[config.mk]
export PLATFORM = sky130hd
export DESIGN_NAME = ram_port_arbiter_flat
export DESIGN_NICKNAME = d
export VERILOG_FILES = /design/src/rtl/ram_pkg.sv /design/src/rtl/ram_port_arbiter_if.sv /design/src/rtl/ram_rr_arb.sv /design/src/rtl/ram_port_arbiter.sv /design/src/flat_wrapper.sv
export SDC_FILE = /design/constraint.sdc
export NUM_CORES = 1
export LEC_CHECK = 0
export CAP_MARGIN = 20
export CORE_MARGIN = 10
export CORE_UTILIZATION = 34
export CTS_BUF_LIST = sky130_fd_sc_hd__clkbuf_8
export DETAILED_ROUTE_END_ITERATION = 10
export PLACE_DENSITY_LB_ADDON = 0.12
export SLEW_MARGIN = 20
export SYNTH_ARGS = -nofsm -noshare
export SYNTH_HDL_FRONTEND = slang
export SYNTH_SLANG_ARGS = --single-unit
[constraint.sdc]
create_clock -name clk -period 6.4 [get_ports clk]
set_clock_uncertainty 0.05 [all_clocks]
set_input_delay 1.92 -clock clk [delete_from_list [all_inputs] [get_ports clk]]
set_output_delay 1.92 -clock clk [all_outputs]
set_load 0.02 [all_outputs]
[src/rtl/ram_pkg.sv]
// Shared constants and types for the RAM port arbiter slice.
package ram_pkg;

  localparam int DATA_W = 32;
  localparam int ADDR_W = 4;
  localparam int DEPTH  = 8;

  // Requester index: 0 or 1.
  typedef logic port_id_t;

  // Tag carried alongside each accepted read until its response is delivered.
  typedef struct packed {
    logic     valid;
    port_id_t port;
    logic     err;
  } rd_tag_t;

  // True when the address maps onto an implemented RAM location.
  function automatic logic addr_in_range(input logic [ADDR_W-1:0] addr);
    return (int'(addr) < DEPTH);
  endfunction

endpackage

[src/rtl/ram_port_arbiter_if.sv]
// Request/response bus of both requesters plus the RAM pins, as seen by the arbiter.
interface ram_port_arbiter_if;
  import ram_pkg::*;

  // Handshake: a request transfers in a cycle where req_valid and req_ready are both
  // high; while valid is high and ready low the requester holds write/addr/wdata stable.
  // Responses are single-cycle rsp_valid pulses with no back-pressure.
  logic              p0_req_valid;
  logic              p0_req_ready;
  logic              p0_req_write;
  logic [ADDR_W-1:0] p0_req_addr;
  logic [DATA_W-1:0] p0_req_wdata;
  logic              p0_rsp_valid;
  logic [DATA_W-1:0] p0_rsp_rdata;
  logic              p0_rsp_err;

  logic              p1_req_valid;
  logic              p1_req_ready;
  logic              p1_req_write;
  logic [ADDR_W-1:0] p1_req_addr;
  logic [DATA_W-1:0] p1_req_wdata;
  logic              p1_rsp_valid;
  logic [DATA_W-1:0] p1_rsp_rdata;
  logic              p1_rsp_err;

  logic              ram_wr_enb;
  logic [ADDR_W-1:0] ram_wr_addr;
  logic [DATA_W-1:0] ram_data_in;
  logic              ram_rd_enb;
  logic [ADDR_W-1:0] ram_rd_addr;
  logic [DATA_W-1:0] ram_data_out;

  // Round-robin pointer, exposed for observation only.
  port_id_t          dbg_rr_ptr;

  modport slave (
    input  p0_req_valid, p0_req_write, p0_req_addr, p0_req_wdata,
    input  p1_req_valid, p1_req_write, p1_req_addr, p1_req_wdata,
    input  ram_data_out,
    output p0_req_ready, p0_rsp_valid, p0_rsp_rdata, p0_rsp_err,
    output p1_req_ready, p1_rsp_valid, p1_rsp_rdata, p1_rsp_err,
    output ram_wr_enb, ram_wr_addr, ram_data_in, ram_rd_enb, ram_rd_addr,
    output dbg_rr_ptr
  );

  modport master (
    output p0_req_valid, p0_req_write, p0_req_addr, p0_req_wdata,
    output p1_req_valid, p1_req_write, p1_req_addr, p1_req_wdata,
    output ram_data_out,
    input  p0_req_ready, p0_rsp_valid, p0_rsp_rdata, p0_rsp_err,
    input  p1_req_ready, p1_rsp_valid, p1_rsp_rdata, p1_rsp_err,
    input  ram_wr_enb, ram_wr_addr, ram_data_in, ram_rd_enb, ram_rd_addr,
    input  dbg_rr_ptr
  );

endinterface

[src/rtl/ram_rr_arb.sv]
// Two-way round-robin grant logic. A write and a read from different ports are both
// granted; same-type contention goes to the pointer's port and rotates the pointer.
module ram_rr_arb
  import ram_pkg::*;
(
  input  logic       clk,
  input  logic       rst,
  input  logic [1:0] valid,
  input  logic [1:0] write,
  output logic [1:0] gnt_wr,
  output logic [1:0] gnt_rd,
  output port_id_t   o_ptr
);

  port_id_t   r_ptr;
  port_id_t   w_ptr_nxt;
  logic       w_contend;
  logic [1:0] w_sel;

  assign w_contend = (&valid) & (write[0] == write[1]);
  assign o_ptr     = r_ptr;

  // Pointer register; port 0 has priority out of reset.
  always_ff @(posedge clk or posedge rst) begin
    if (rst) r_ptr <= 1'b0;
    else     r_ptr <= w_ptr_nxt;
  end

  // Rotate to the other port only after a same-type contention.
  always_comb begin
    w_ptr_nxt = r_ptr;
    if (w_contend) w_ptr_nxt = ~r_ptr;
  end

  // Grant decode: single or dual issue passes valid through; contention picks one.
  always_comb begin
    w_sel = valid;
    if (w_contend) w_sel = r_ptr ? 2'b10 : 2'b01;
    if (rst)       w_sel = 2'b00;
    gnt_wr = w_sel & write;
    gnt_rd = w_sel & ~write;
  end

endmodule

[src/rtl/ram_port_arbiter.sv]
// Two-port arbiter/sequencer in front of the 8 x 32 RAM: drives the RAM write and read
// ports from granted requests and returns read data two cycles after acceptance.
// Optional build macro RAM_ARB_ADDR_CHECK_EN: addresses >= DEPTH are accepted but not
// forwarded; such reads answer rdata 0 with rsp_err 1, such writes are dropped.
module ram_port_arbiter
  import ram_pkg::*;
(
  input  logic              clk,
  input  logic              rst,
  ram_port_arbiter_if.slave bus
);

  logic [1:0]        w_gnt_wr;
  logic [1:0]        w_gnt_rd;
  port_id_t          w_ptr;
  port_id_t          w_wr_port;
  port_id_t          w_rd_port;
  logic [ADDR_W-1:0] w_wr_addr;
  logic [ADDR_W-1:0] w_rd_addr;
  logic [DATA_W-1:0] w_wr_data;
  logic              w_wr_ok;
  logic              w_rd_ok;
  logic              w_wr_go;
  logic              w_rd_go;
  rd_tag_t           w_tag;
  rd_tag_t           r_tag1;
  logic [DATA_W-1:0] w_rsp_data;

  logic              r_p0_rsp_valid;
  logic              r_p1_rsp_valid;
  logic [DATA_W-1:0] r_p0_rsp_rdata;
  logic [DATA_W-1:0] r_p1_rsp_rdata;
  logic              r_p0_rsp_err;
  logic              r_p1_rsp_err;

  ram_rr_arb u_arb (
    .clk    (clk),
    .rst    (rst),
    .valid  ({bus.p1_req_valid, bus.p0_req_valid}),
    .write  ({bus.p1_req_write, bus.p0_req_write}),
    .gnt_wr (w_gnt_wr),
    .gnt_rd (w_gnt_rd),
    .o_ptr  (w_ptr)
  );

  assign bus.p0_req_ready = w_gnt_wr[0] | w_gnt_rd[0];
  assign bus.p1_req_ready = w_gnt_wr[1] | w_gnt_rd[1];
  assign bus.dbg_rr_ptr   = w_ptr;

  // Pick the granted write and read sources; at most one of each per cycle.
  always_comb begin
    w_wr_port = w_gnt_wr[1];
    w_rd_port = w_gnt_rd[1];
    w_wr_addr = w_wr_port ? bus.p1_req_addr  : bus.p0_req_addr;
    w_wr_data = w_wr_port ? bus.p1_req_wdata : bus.p0_req_wdata;
    w_rd_addr = w_rd_port ? bus.p1_req_addr  : bus.p0_req_addr;
`ifdef RAM_ARB_ADDR_CHECK_EN
    w_wr_ok   = addr_in_range(w_wr_addr);
    w_rd_ok   = addr_in_range(w_rd_addr);
`else
    w_wr_ok   = 1'b1;
    w_rd_ok   = 1'b1;
`endif
    w_wr_go   = (|w_gnt_wr) & w_wr_ok;
    w_rd_go   = (|w_gnt_rd) & w_rd_ok;
    w_tag     = '{valid: (|w_gnt_rd), port: w_rd_port, err: (|w_gnt_rd) & ~w_rd_ok};
  end

  // RAM pins stay at zero whenever the corresponding enable is low.
  assign bus.ram_wr_enb  = w_wr_go;
  assign bus.ram_wr_addr = w_wr_go ? w_wr_addr : '0;
  assign bus.ram_data_in = w_wr_go ? w_wr_data : '0;
  assign bus.ram_rd_enb  = w_rd_go;
  assign bus.ram_rd_addr = w_rd_go ? w_rd_addr : '0;

  // Stage 1: tag travels with the RAM access while the RAM registers its data.
  always_ff @(posedge clk or posedge rst) begin
    if (rst) r_tag1 <= '0;
    else     r_tag1 <= w_tag;
  end

  // Rejected addresses answer with zero data instead of whatever the RAM holds.
  assign w_rsp_data = r_tag1.err ? '0 : bus.ram_data_out;

  // Stage 2: pulse valid on the tagged port; data and err hold between responses.
  always_ff @(posedge clk or posedge rst) begin
    if (rst) begin
      r_p0_rsp_valid <= 1'b0;
      r_p1_rsp_valid <= 1'b0;
      r_p0_rsp_rdata <= '0;
      r_p1_rsp_rdata <= '0;
      r_p0_rsp_err   <= 1'b0;
      r_p1_rsp_err   <= 1'b0;
    end else begin
      r_p0_rsp_valid <= r_tag1.valid & (r_tag1.port == 1'b0);
      r_p1_rsp_valid <= r_tag1.valid & (r_tag1.port == 1'b1);
      if (r_tag1.valid && r_tag1.port == 1'b0) begin
        r_p0_rsp_rdata <= w_rsp_data;
        r_p0_rsp_err   <= r_tag1.err;
      end
      if (r_tag1.valid && r_tag1.port == 1'b1) begin
        r_p1_rsp_rdata <= w_rsp_data;
        r_p1_rsp_err   <= r_tag1.err;
      end
    end
  end

  assign bus.p0_rsp_valid = r_p0_rsp_valid;
  assign bus.p0_rsp_rdata = r_p0_rsp_rdata;
  assign bus.p0_rsp_err   = r_p0_rsp_err;
  assign bus.p1_rsp_valid = r_p1_rsp_valid;
  assign bus.p1_rsp_rdata = r_p1_rsp_rdata;
  assign bus.p1_rsp_err   = r_p1_rsp_err;

endmodule

[src/flat_wrapper.sv]
// flat-port wrapper written by rule: the top's interface ports become plain ports
module ram_port_arbiter_flat import ram_pkg::*;
  (clk, rst, bus_p0_req_valid, bus_p0_req_write, bus_p0_req_addr, bus_p0_req_wdata, bus_p1_req_valid, bus_p1_req_write, bus_p1_req_addr, bus_p1_req_wdata, bus_ram_data_out, bus_p0_req_ready, bus_p0_rsp_valid, bus_p0_rsp_rdata, bus_p0_rsp_err, bus_p1_req_ready, bus_p1_rsp_valid, bus_p1_rsp_rdata, bus_p1_rsp_err, bus_ram_wr_enb, bus_ram_wr_addr, bus_ram_data_in, bus_ram_rd_enb, bus_ram_rd_addr, bus_dbg_rr_ptr);
  ram_port_arbiter_if bus_i ();
  input  logic clk;
  input  logic rst;
  input wire logic [$bits(bus_i.p0_req_valid)-1:0] bus_p0_req_valid;
  input wire logic [$bits(bus_i.p0_req_write)-1:0] bus_p0_req_write;
  input wire logic [$bits(bus_i.p0_req_addr)-1:0] bus_p0_req_addr;
  input wire logic [$bits(bus_i.p0_req_wdata)-1:0] bus_p0_req_wdata;
  input wire logic [$bits(bus_i.p1_req_valid)-1:0] bus_p1_req_valid;
  input wire logic [$bits(bus_i.p1_req_write)-1:0] bus_p1_req_write;
  input wire logic [$bits(bus_i.p1_req_addr)-1:0] bus_p1_req_addr;
  input wire logic [$bits(bus_i.p1_req_wdata)-1:0] bus_p1_req_wdata;
  input wire logic [$bits(bus_i.ram_data_out)-1:0] bus_ram_data_out;
  output wire logic [$bits(bus_i.p0_req_ready)-1:0] bus_p0_req_ready;
  output wire logic [$bits(bus_i.p0_rsp_valid)-1:0] bus_p0_rsp_valid;
  output wire logic [$bits(bus_i.p0_rsp_rdata)-1:0] bus_p0_rsp_rdata;
  output wire logic [$bits(bus_i.p0_rsp_err)-1:0] bus_p0_rsp_err;
  output wire logic [$bits(bus_i.p1_req_ready)-1:0] bus_p1_req_ready;
  output wire logic [$bits(bus_i.p1_rsp_valid)-1:0] bus_p1_rsp_valid;
  output wire logic [$bits(bus_i.p1_rsp_rdata)-1:0] bus_p1_rsp_rdata;
  output wire logic [$bits(bus_i.p1_rsp_err)-1:0] bus_p1_rsp_err;
  output wire logic [$bits(bus_i.ram_wr_enb)-1:0] bus_ram_wr_enb;
  output wire logic [$bits(bus_i.ram_wr_addr)-1:0] bus_ram_wr_addr;
  output wire logic [$bits(bus_i.ram_data_in)-1:0] bus_ram_data_in;
  output wire logic [$bits(bus_i.ram_rd_enb)-1:0] bus_ram_rd_enb;
  output wire logic [$bits(bus_i.ram_rd_addr)-1:0] bus_ram_rd_addr;
  output wire logic [$bits(bus_i.dbg_rr_ptr)-1:0] bus_dbg_rr_ptr;
  assign bus_i.p0_req_valid = bus_p0_req_valid;
  assign bus_i.p0_req_write = bus_p0_req_write;
  assign bus_i.p0_req_addr = bus_p0_req_addr;
  assign bus_i.p0_req_wdata = bus_p0_req_wdata;
  assign bus_i.p1_req_valid = bus_p1_req_valid;
  assign bus_i.p1_req_write = bus_p1_req_write;
  assign bus_i.p1_req_addr = bus_p1_req_addr;
  assign bus_i.p1_req_wdata = bus_p1_req_wdata;
  assign bus_i.ram_data_out = bus_ram_data_out;
  assign bus_p0_req_ready = bus_i.p0_req_ready;
  assign bus_p0_rsp_valid = bus_i.p0_rsp_valid;
  assign bus_p0_rsp_rdata = bus_i.p0_rsp_rdata;
  assign bus_p0_rsp_err = bus_i.p0_rsp_err;
  assign bus_p1_req_ready = bus_i.p1_req_ready;
  assign bus_p1_rsp_valid = bus_i.p1_rsp_valid;
  assign bus_p1_rsp_rdata = bus_i.p1_rsp_rdata;
  assign bus_p1_rsp_err = bus_i.p1_rsp_err;
  assign bus_ram_wr_enb = bus_i.ram_wr_enb;
  assign bus_ram_wr_addr = bus_i.ram_wr_addr;
  assign bus_ram_data_in = bus_i.ram_data_in;
  assign bus_ram_rd_enb = bus_i.ram_rd_enb;
  assign bus_ram_rd_addr = bus_i.ram_rd_addr;
  assign bus_dbg_rr_ptr = bus_i.dbg_rr_ptr;
  ram_port_arbiter u_core (.clk(clk), .rst(rst), .bus(bus_i));
endmodule
# Word-level counts from Yosys, hierarchy flattened
# Index checks and enable logic that the tools add are counted.
# word_totals
output_inout_bits	113
elab_cells	32
reg_bits	69
inputBits	110
# classes
n_reduce_logical	5
bitwise_logic	10
n_eq_ne	1
muxes	9
# op_table
cell	n
two-way mux 32 bit	2
two-way mux 4 bit	4
two-way mux 2 bit	3
bitwise AND 2 bit	2
OR reduction 2 bit	2
bitwise AND 1 bit	3
logical AND 1 bit	2
NOT 1 bit	2
NOT 2 bit	1
bitwise OR 1 bit	2
AND reduction 2 bit	1
equality test 1 bit	1

# Longest topological paths before layout
# logic_depth
depth_word	7
depth_mapped	6
ltp_nobuf	3

# Hierarchy
# From an unflattened synthesis, not the netlist that was laid out.
# unflattened
hier_cells	216
hier_area_um2	3234.4
# modules_own_cells
module	cells_per_inst	area_per_inst_um2	seq_area_each_um2	n_inst
ram_port_arbiter	202	3119.2	1701.6	1
ram_rr_arb	14	115.1	25.0	1

# Worst setup path after synthesis
# No wires, ideal clock.
# synth_path
path_type	input to output
start	in rst
end	out bus_ram_data_in[23]
t_arrival_ps	4781
setup_slack_ps	-351
cell_stages	4
path_cell_list	inv_2 clkbuf_1 o2111ai_1 nand2_1
# synth_between
elab_chain_len	4
word_cells_on_any_way	5
# synth_rtl
element	line_no	source
from (decl)	flat_wrapper.sv:6	input logic rst;
two-way mux 2 bit (*)	ram_rr_arb.sv:39	if (rst) w_sel = 2'b00;
bitwise AND 2 bit (*)	ram_rr_arb.sv:40	gnt_wr = w_sel & write;
two-way mux 32 bit or OR reduction 2 bit (tied branches)	ram_port_arbiter.sv:55, ram_port_arbiter.sv:64	
two-way mux 32 bit (*)	ram_port_arbiter.sv:72	assign bus.ram_data_in = w_wr_go ? w_wr_data : '0;
to (decl)	flat_wrapper.sv:26	output wire logic [$bits(bus_i.ram_data_in)-1:0] bus_ram_data_in;
# Mark *: on every way between the ends. The rest lies on a longest branch, timed or not.

# Worst setup path after layout
# layout_path
start	in bus_p0_req_valid
end	out bus_ram_wr_addr[0]
# layout_between
elab_chain_len	7
word_cells_on_any_way	8
# layout_rtl
element	line_no	source
from (decl)	flat_wrapper.sv:7	input wire logic [$bits(bus_i.p0_req_valid)-1:0] bus_p0_req_valid;
AND reduction 2 bit	ram_rr_arb.sv:20	assign w_contend = (&valid) & (write[0] == write[1]);
bitwise AND 1 bit	ram_rr_arb.sv:20	
two-way mux 2 bit (*)	ram_rr_arb.sv:38	if (w_contend) w_sel = r_ptr ? 2'b10 : 2'b01;
two-way mux 2 bit (*)	ram_rr_arb.sv:39	
bitwise AND 2 bit (*)	ram_rr_arb.sv:40	
two-way mux 4 bit or OR reduction 2 bit (tied branches)	ram_port_arbiter.sv:54, ram_port_arbiter.sv:64	
two-way mux 4 bit (*)	ram_port_arbiter.sv:71	assign bus.ram_wr_addr = w_wr_go ? w_wr_addr : '0;
to (decl)	flat_wrapper.sv:25	output wire logic [$bits(bus_i.ram_wr_addr)-1:0] bus_ram_wr_addr;
# Marked as above.

==> impl_metrics.yaml <==
clock_network:
  htreeDepth: 3
  cts-resized-gates: 0
  numCtsBuffers: 9
  post_cts_buffers: 0
  clock_path_buffers: 2
  clk_latency_ps: 330
  path_clk_slew_ps: 70
  cts_sinks: 69
  cts-root-buf: "clkbuf_8"
  cts_hold_buf: 0
  cts_tree: "yes"
yosys:
  yosysWarnings: 0
  synth_area_mm2: 0.003533
  synthTopCellsByArea: "dfrtp_1 (49%), mux2_2 (20%), o2111ai_1 (7.9%)"
  syn_area_per_cell_um2: 11.22
  yosysMostFrequentCell: "dfrtp_1"
  synth-async-reset-ratio_pct: 100.0
  yosysSeqAreaShare_pct: 48.87
  yosys.area.top_type: "dfrtp_1"
  yosysUniqueCellTypes: 27
  synth_seq_cells: 69
  ys.flop_type: "dfrtp_1"
  synth_top_area_share_pct: 48.87
  syn_inst: 315
  synth-edff-count: 0
  synth_top_cells_by_count: "dfrtp_1 (69), mux2_2 (64), nand3_1 (42)"
cells_and_area:
  syn_to_final_growth_pct: 70.86
  antennaDiodeCount: 0
  n_fill_cell: 871
  drive_gt1_share_pct: 18.42
  nets: 637
  fin_cells: 668
critical_path:
  arrival_ps: 4050
  cp_max_fo: 33
  startpoint_type: "primary input"
  crit_start: "bus_p0_req_valid"
  endpoint_kind: "output pin"
  rr_startpoint: "u_core.r_tag1[1]"
  worst_ep_required_time_ps: 4430
  path_class: "primary input to output pin"
timing:
  slew_violations: 0
  finalSetupTns_ps: 0
  fin_crit_ps: 6020
  slew_headroom_pct: 49.94
  whs_ps: 453.6
  setup_viol: 0
  worst_pin_slew_ps: 750.8
  max_freq_mhz: 166.1
  finalCritPeriodShare_pct: 94.06
  hold_viol: 0
  rsz0062_at_grt: "false"
grt:
  grt_use_total_pct: 16.22
  antenna_found_initial: 0
  grt_pass1_wl_um: 19150
  overflow: 0
  grt_pass1_vias: 3472
  grt_max_degree: 38
place:
  io_buffers: 220
  gp_congestion: 0.7728
  dpl.hpwl_um: 9919
  dp.cells: 652
routing:
  wire_per_inst_um: 18.75
  dr_total_vias: 3321
  wirelength_um: 12530
  vias_per_cell: 4.972
  ant_nets: 0
  drc_errors: 0
  dr.pass1.iters: 4
  drt_iter0_markers: 185
power_and_ir_drop:
  power.total_mw: 1.666
  powerDensity_mw_per_mm2: 275.9
  p_leak_nw: 2.492
  ir_drop_v: 0.0001232
floorplan:
  die_h_um: 121.9
  start_util_pct: 34.54
  io_pins: 223
  rows: 37
  die_area_mm2: 0.01487
  die_w_um: 121.9
  core-area_mm2: 0.01023
hold_path:
  worstHoldPathType: "flip-flop to flip-flop"
  min_from: "u_core.bus.p0_rsp_rdata[24]"
run_status:
  status: "finished clean"
job:
  maxCapViolations: 0
stage by stage:
step | util (%) | instance area (um^2) | setup WS, ps
floorplan | - | 3538 | 895.4
global placement | 56.94 | 5826 | 390.3
detailed placement | 56.94 | 5826 | 398.8
CTS | 59.01 | 6037 | 387.9
global route | 59.01 | 6037 | 250.1
finish | 59.01 | 6037 | 380.1
per-layer routing:
| layer | vias to the layer above | part of all wire (%) | global-route usage (%) |
|---|---|---|---|
| met4 | 0 | 0.88 | 5.365 |
| met2 | 150 | 48 | 26.78 |
| met1 | 1589 | 39 | 17.64 |
| met3 | 7 | 13 | 8.372 |
| met5 | - | 0 | 0 |
| li1 | 1575 | - | - |
layout by cell type (no fill, tap or decap):
cell               n
a22o_1             1
dfrtp_1           69
and2_4             1
nand3_1           42
and3b_1            2
clkinvlp_4         1
nor2_1             3
and2_1             1
and2b_1            1
conb_1             2
clkinv_2           2
clkdlybuf4s50_1  220
buf_12             2
xnor2_1            2
nor3b_2            1
nand2b_1           1
buf_4              9
nand3b_1           3
mux2_2            64
inv_1              3
o21ai_2            4
nor2b_1            5
or3b_4             1
o2111ai_1         32
clkbuf_8          12
nand2_1           37
o21ai_0            8
bufinv_16          1
and3_1             2
registers in the layout, summed over array words and instances, names as in the netlist:
signal / count
u_core.bus.p1_rsp_rdata: 32
u_core.bus.p1_rsp_valid: 1
u_core.bus.p0_rsp_valid: 1
u_core.r_tag1: 2
u_core.bus.p0_rsp_rdata: 32
u_core.u_arb.o_ptr: 1
worst max-delay path, cell delays in order:
cell             delay (ps)
clkdlybuf4s50_1         600
and3b_1                 200
buf_4                   310
nor2_1                  130
o21ai_0                 230
clkdlybuf4s50_1         650
logic make-up after synthesis:
family	synth area share (%)
compound gates	10.30
xor+xnor	0.4958
buf+inv	5.772
flops	48.87
mux	20.40
other cells	0.1061
simple gates	14.06
final cells by class:
type / count / area, um^2 / share of cell area, %
Timing Repair Buffer: 231 / 2310 / 38.26
Tap cell: 136 / 170.2 / 2.819
Clock buffer: 12 / 165.2 / 2.736
Clock inverter: 4 / 46.29 / 0.7668
Multi-Input combinational cell: 213 / 1607 / 26.61
Inverter: 3 / 12.51 / 0.2073
Sequential cell: 69 / 1727 / 28.60
final timing paths:
check	cells past startpoint	endpoint	slack, ps
setup / recovery	6	bus_ram_wr_addr[0]	380
hold / removal	1	u_core.bus.p0_rsp_rdata[24]	450
setup reg to reg	3	u_core.bus.p0_rsp_rdata[1]	4520
hold reg to reg	1	u_core.bus.p0_rsp_rdata[24]	450
max in group asynchronous	4	u_core.bus.p1_rsp_rdata[19]	3420
min in group asynchronous	3	u_core.bus.p0_rsp_rdata[4]	2290
report_power, final:
group | internal, mW | total [mW] | switching, mW
Combinational | 0.371 | 0.703 | 0.332
Sequential | 0.542 | 0.597 | 0.0551
Clock | 0.210 | 0.366 | 0.156
Total | 1.12 | 1.67 | 0.543
Power figures use the tool's default switching activity.
==> RTL edit 1 (same flow settings) <==
The package constant `ADDR_W` goes from 4 to 5.
--- a/src/rtl/ram_pkg.sv
+++ b/src/rtl/ram_pkg.sv
@@ -2,7 +2,7 @@
 package ram_pkg;
 
   localparam int DATA_W = 32;
-  localparam int ADDR_W = 4;
+  localparam int ADDR_W = 5;
   localparam int DEPTH  = 8;
 
   // Requester index: 0 or 1.
Ports: changed (resized bus_p0_req_addr, bus_p1_req_addr, bus_ram_rd_addr and bus_ram_wr_addr); port bits go from 223 to 227. No check against the original RTL was run, so the function may have changed too.
==> RTL edit 1 against the original RTL <==
- worst setup slack got worse by 0.076 ns
- final area increased by 0.81%
- synthesized cell count increased by 3.2%
- sequential cell count unchanged
- synthesized area increased by 0.25%
- fmax decreased by 1.2%
- via count increased by 2.1%
- power decreased by 0.79%
- routed wire length increased by 4.6%
- critical path type unchanged
- critical endpoint is now bus_ram_wr_addr[1]
- highest routed layer unchanged
==> RTL edit 1: results (changes against the original RTL) <==
cts:
  root_buffer: "clkbuf_8"
  post-cts-setup-buffers: 0  # unchanged
  cts.clk_slew.worst_paths_ns: 0.07  # about the same
  cts_inserted_buffers: 9  # unchanged
grt:
  grt_max_degree: 52  # +37%
  grt.total_usage_pct: 16.8  # +0.63 points
  grt_util_met3_pct: 9.67  # +1.3 points
  grt_util_met2_pct: 29.1  # +2.4 points
  grt_pass1_wl_um: 19900  # +4.1%
  use_met1_pct: 17.1  # -0.54 points
  first_global_vias: 3596  # +3.6%
timing:
  relSlewSlack_pct: 58.7  # +8.7 points
  hold_slack_ns: 0.454  # +0.000814 ns
  timing.fmax_mhz: 164  # -1.2%
setup_path:
  reg2reg_to: "u_core.bus.p1_rsp_rdata[20]"
  r2r-start: "u_core.r_tag1[2]"
  cp_slowest_stage_delay_ns: 0.70  # +0.05 ns
  startpoint: "rst"
  crit_path_end: "bus_ram_wr_addr[1]"
  r2r_slack_ns: 4.98  # +0.46 ns
  cp.arrival_ns: 4.13  # +0.08 ns
layout:
  final_layout_size_suffix_gt1_share_pct: 18.2  # -0.19 points
  fin_nets: 650  # +2.0%
  instances_no_fill: 679  # +1.6%
synth:
  yosys_warnings: 0  # unchanged
  synthTopCellsByArea: "dfrtp_1, mux2_2, o2111ai_1"
  synth_cell_types: 26  # -3.7%
  synth_area_per_cell_um2: 10.9  # -2.8%
  synth_commonest_cells: "dfrtp_1, mux2_2, nand3_1, nand2_1, o2111ai_1"
  ys_seq_area_share_pct: 48.7  # -0.12 points
power:
  peakVddDrop_uv: 123  # -0.48%
  p_leak_nw: 2.50  # +0.16%
worst_hold_path:
  min_to: "u_core.bus.p0_rsp_rdata[4]"
  worstHoldPathCells: 1  # unchanged
  hp-start: "u_core.bus.p0_rsp_rdata[4]"
placed_design:
  gp_congestion: 0.793  # +2.6%
  post-dp-hpwl_um: 10300  # +3.9%
  postPlaceCellArea_um2: 5890  # +1.1%
  dpl_worst_slack_ns: 0.328  # -0.0705 ns
  portBuffers: 224  # +1.8%
  dp.cells: 663  # +1.7%
detailed_routing:
  initialDrtViolationCount: 213  # +15%
  dr_wl_met2_um: 6510  # +8.4%
  wl_per_cell_um: 19.3  # +2.9%
  num_vias: 3391  # +2.1%
  wl_met3_um: 1820  # +16%
  wl_met1_um: 4640  # -3.9%
run_status:
  status: "finished clean"
-- RTL edit 1: cell count changes in the layout (fill, tap and decap cells not counted), moves of 2 or more --
cell and delta:
clkdlybuf4s50_1 +4, clkbuf_8 -3, clkinv_4 +2, nand3_1 +2
nor2b_1 +2, o21ai_0 +2
-- RTL edit 1: cells by family after synthesis --
logic type,share of synthesized area [%]
xor+xnor,0.495
compound gates,10.8
flops,48.7
other cells,0.106
buf+inv,5.02
mux,20.3
simple gates,14.5
-- RTL edit 1: final cells by class --
type	instances	area, um^2
inverters	3	12.5
multi-input cells	220	1640
repair buffers	235	2340
flip-flops and latches	69	1730
clock inverters	7	73.8
well taps	136	170
fillers	891	4150
clock buffers	9	124
-- RTL edit 1: worst max-delay path: cells and delay by family --
kind                   cells  cell delay (ns)
buffers and inverters      3             1.68
AOI/OAI and AO/OA          1             0.21
and+or+nand+nor            2             0.31
-- RTL edit 1: where the power goes --
part	switching, mW	internal [mW]
logic	0.336	0.372
registers	0.0575	0.542
clock network	0.164	0.181
total	0.557	1.10
==> RTL edit 2 (same settings) <==
Made on the original files. Reset style: synchronous (`rst`), changed in 3 clocked blocks.
--- a/src/rtl/ram_rr_arb.sv
+++ b/src/rtl/ram_rr_arb.sv
@@ -21,7 +21,7 @@
   assign o_ptr     = r_ptr;
 
   // Pointer register; port 0 has priority out of reset.
-  always_ff @(posedge clk or posedge rst) begin
+  always_ff @(posedge clk) begin
     if (rst) r_ptr <= 1'b0;
     else     r_ptr <= w_ptr_nxt;
   end
--- a/src/rtl/ram_port_arbiter.sv
+++ b/src/rtl/ram_port_arbiter.sv
@@ -74,7 +74,7 @@
   assign bus.ram_rd_addr = w_rd_go ? w_rd_addr : '0;
 
   // Stage 1: tag travels with the RAM access while the RAM registers its data.
-  always_ff @(posedge clk or posedge rst) begin
+  always_ff @(posedge clk) begin
     if (rst) r_tag1 <= '0;
     else     r_tag1 <= w_tag;
   end
@@ -83,7 +83,7 @@
   assign w_rsp_data = r_tag1.err ? '0 : bus.ram_data_out;
 
   // Stage 2: pulse valid on the tagged port; data and err hold between responses.
-  always_ff @(posedge clk or posedge rst) begin
+  always_ff @(posedge clk) begin
     if (rst) begin
       r_p0_rsp_valid <= 1'b0;
       r_p1_rsp_valid <= 1'b0;
Formal check against the unedited RTL: differs if rst is asserted again (counterexample within 4 cycles, from zero or initial values and one cycle with rst high); with rst held inactive, the same outputs for 10 cycles.
==> RTL edit 2 against the original RTL <==
- synthesized area down 6.8%
- final area down 4.4%
- sequential share of layout area down 4.7 points
- worst setup slack worse by 0.070 ns
- sequential cell count unchanged
- critical path depth unchanged
- count of clock-buffer cells in the layout down 3
- final cell count up 19%
- routed wire length up 11%
- register-to-register slack better by 0.18 ns
- largest cell class unchanged
Power is not compared: it rests on default switching activity, and its combinational part moved more than twofold at a synthesized area within 25%.
==> RTL edit 2: results (changes against the original RTL) <==
detailed_routing:
  drt-total-wl_um: 13900  # +11%
  num_vias: 3895  # +17%
  drt_pass1_iterations: 6  # +2
  top_layer: "met4"
  wl_met1_um: 5590  # +16%
  wl_met3_um: 1230  # -22%
  dr_wl_met2_um: 6870  # +14%
  via_per_inst: 4.90  # -1.5%
  initialDrtViolationCount: 335  # +81%
grt:
  use_met1_pct: 20.9  # +3.3 points
  antenna_found_initial: 0  # unchanged
  first_global_vias: 3818  # +10%
  grt.total_usage_pct: 18.6  # +2.4 points
  grt_pass1_wl_um: 21600  # +13%
  grt_util_met2_pct: 31.2  # +4.4 points
  grt_max_degree: 38  # unchanged
  grt_util_met3_pct: 8.04  # -0.33 points
setup_path:
  path_max_fanout: 10  # -70%
  cp_slowest_stage_delay_ns: 0.63  # -0.02 ns
  cp.arrival_ns: 4.12  # +0.07 ns
placed_design:
  post-dp-hpwl_um: 10800  # +9.0%
  dpl_worst_slack_ns: 0.330  # -0.0687 ns
  portBuffers: 220  # unchanged
  postPlaceCellArea_um2: 5550  # -4.8%
  dp.cells: 779  # +19%
  gp_congestion: 0.863  # +12%
synth:
  yosys_warnings: 0  # unchanged
  postSynthCellCount: 459  # +46%
  muxShareOfSynthArea_pct: 0  # -20 points
  ys_seq_area_share_pct: 41.9  # -6.9 points
  synth_cell_types: 30  # +11%
  async_reset_ff_share_pct: 0  # -100 points
  synth_xor_area_share_pct: 0.266  # -0.23 points
  synth_compound_area_share_pct: 24.9  # +15 points
  synth_commonest_cells: "nand2_1, dfxtp_1, a21oi_1, nand3_1, o21ai_0"
  synthTopCellsByArea: "dfxtp_1, nand2_1, a21oi_1"
layout:
  multi_input_area_share_pct: 29.4  # +2.8 points
  antenna_cells: 0  # unchanged
  utilization_pct: 61.9  # +2.9 points
  final_layout_size_suffix_gt1_share_pct: 5.26  # -13 points
  signal_buffers: 233  # +0.87%
  syn_to_final_growth_pct: 75.3
  nFillCells: 895  # +2.8%
  final-clk-cell-share_pct: 3.97  # +0.46 points
  fin_nets: 771  # +21%
  seq_area_um2: 1380  # -20%
  multi_input_cells: 345  # +62%
  buf_share_pct: 39.7  # +1.5 points
  num-clock-buffers: 9  # -3
  inv_count: 3  # unchanged
cts:
  clkLatencyLatePin_ns: 0.34
  cts.clk_slew.worst_paths_ns: 0.08
power:
  p_switching_mw: 0.309
  peakVddDrop_uv: 125
  p_per_area_nw_per_um2: 192
worst_hold_path:
  worstHoldPathType: "register to register"
run_status:
  status: "finished clean"
floorplanning:
  die-area_um2: 14000  # -5.7%
timing:
  worst_slew_pin_slew_ns: 0.728  # -0.0229 ns
-- RTL edit 2: changes by cell type in the layout (fill, tap and decap cells not counted), sizes merged, moves of 64 or more --
cell   before  now
a21oi       0   65
dfrtp      69    0
mux2       64    0
dfxtp       0   69
nand2      37  133
-- RTL edit 2: final timing paths --
| path | slack, ns | startpoint | endpoint | cells past startpoint |
|---|---|---|---|---|
| worst max-delay path | 0.31 | bus_p0_req_valid | bus_ram_data_in[17] | 6 |
| worst min-delay path | 0.40 | u_core.bus.p1_rsp_rdata[17] | u_core.bus.p1_rsp_rdata[17] | 2 |
| worst max register to register | 4.70 | u_core.r_tag1[2] | u_core.bus.p0_rsp_rdata[18] | 4 |
| worst min register to register | 0.40 | u_core.bus.p1_rsp_rdata[17] | u_core.bus.p1_rsp_rdata[17] | 2 |
-- RTL edit 2: worst min-delay path, stage by stage (launching register included) --
cell and delay, ns:
dfxtp_1 0.31, nand2_1 0.05, a21oi_1 0.05
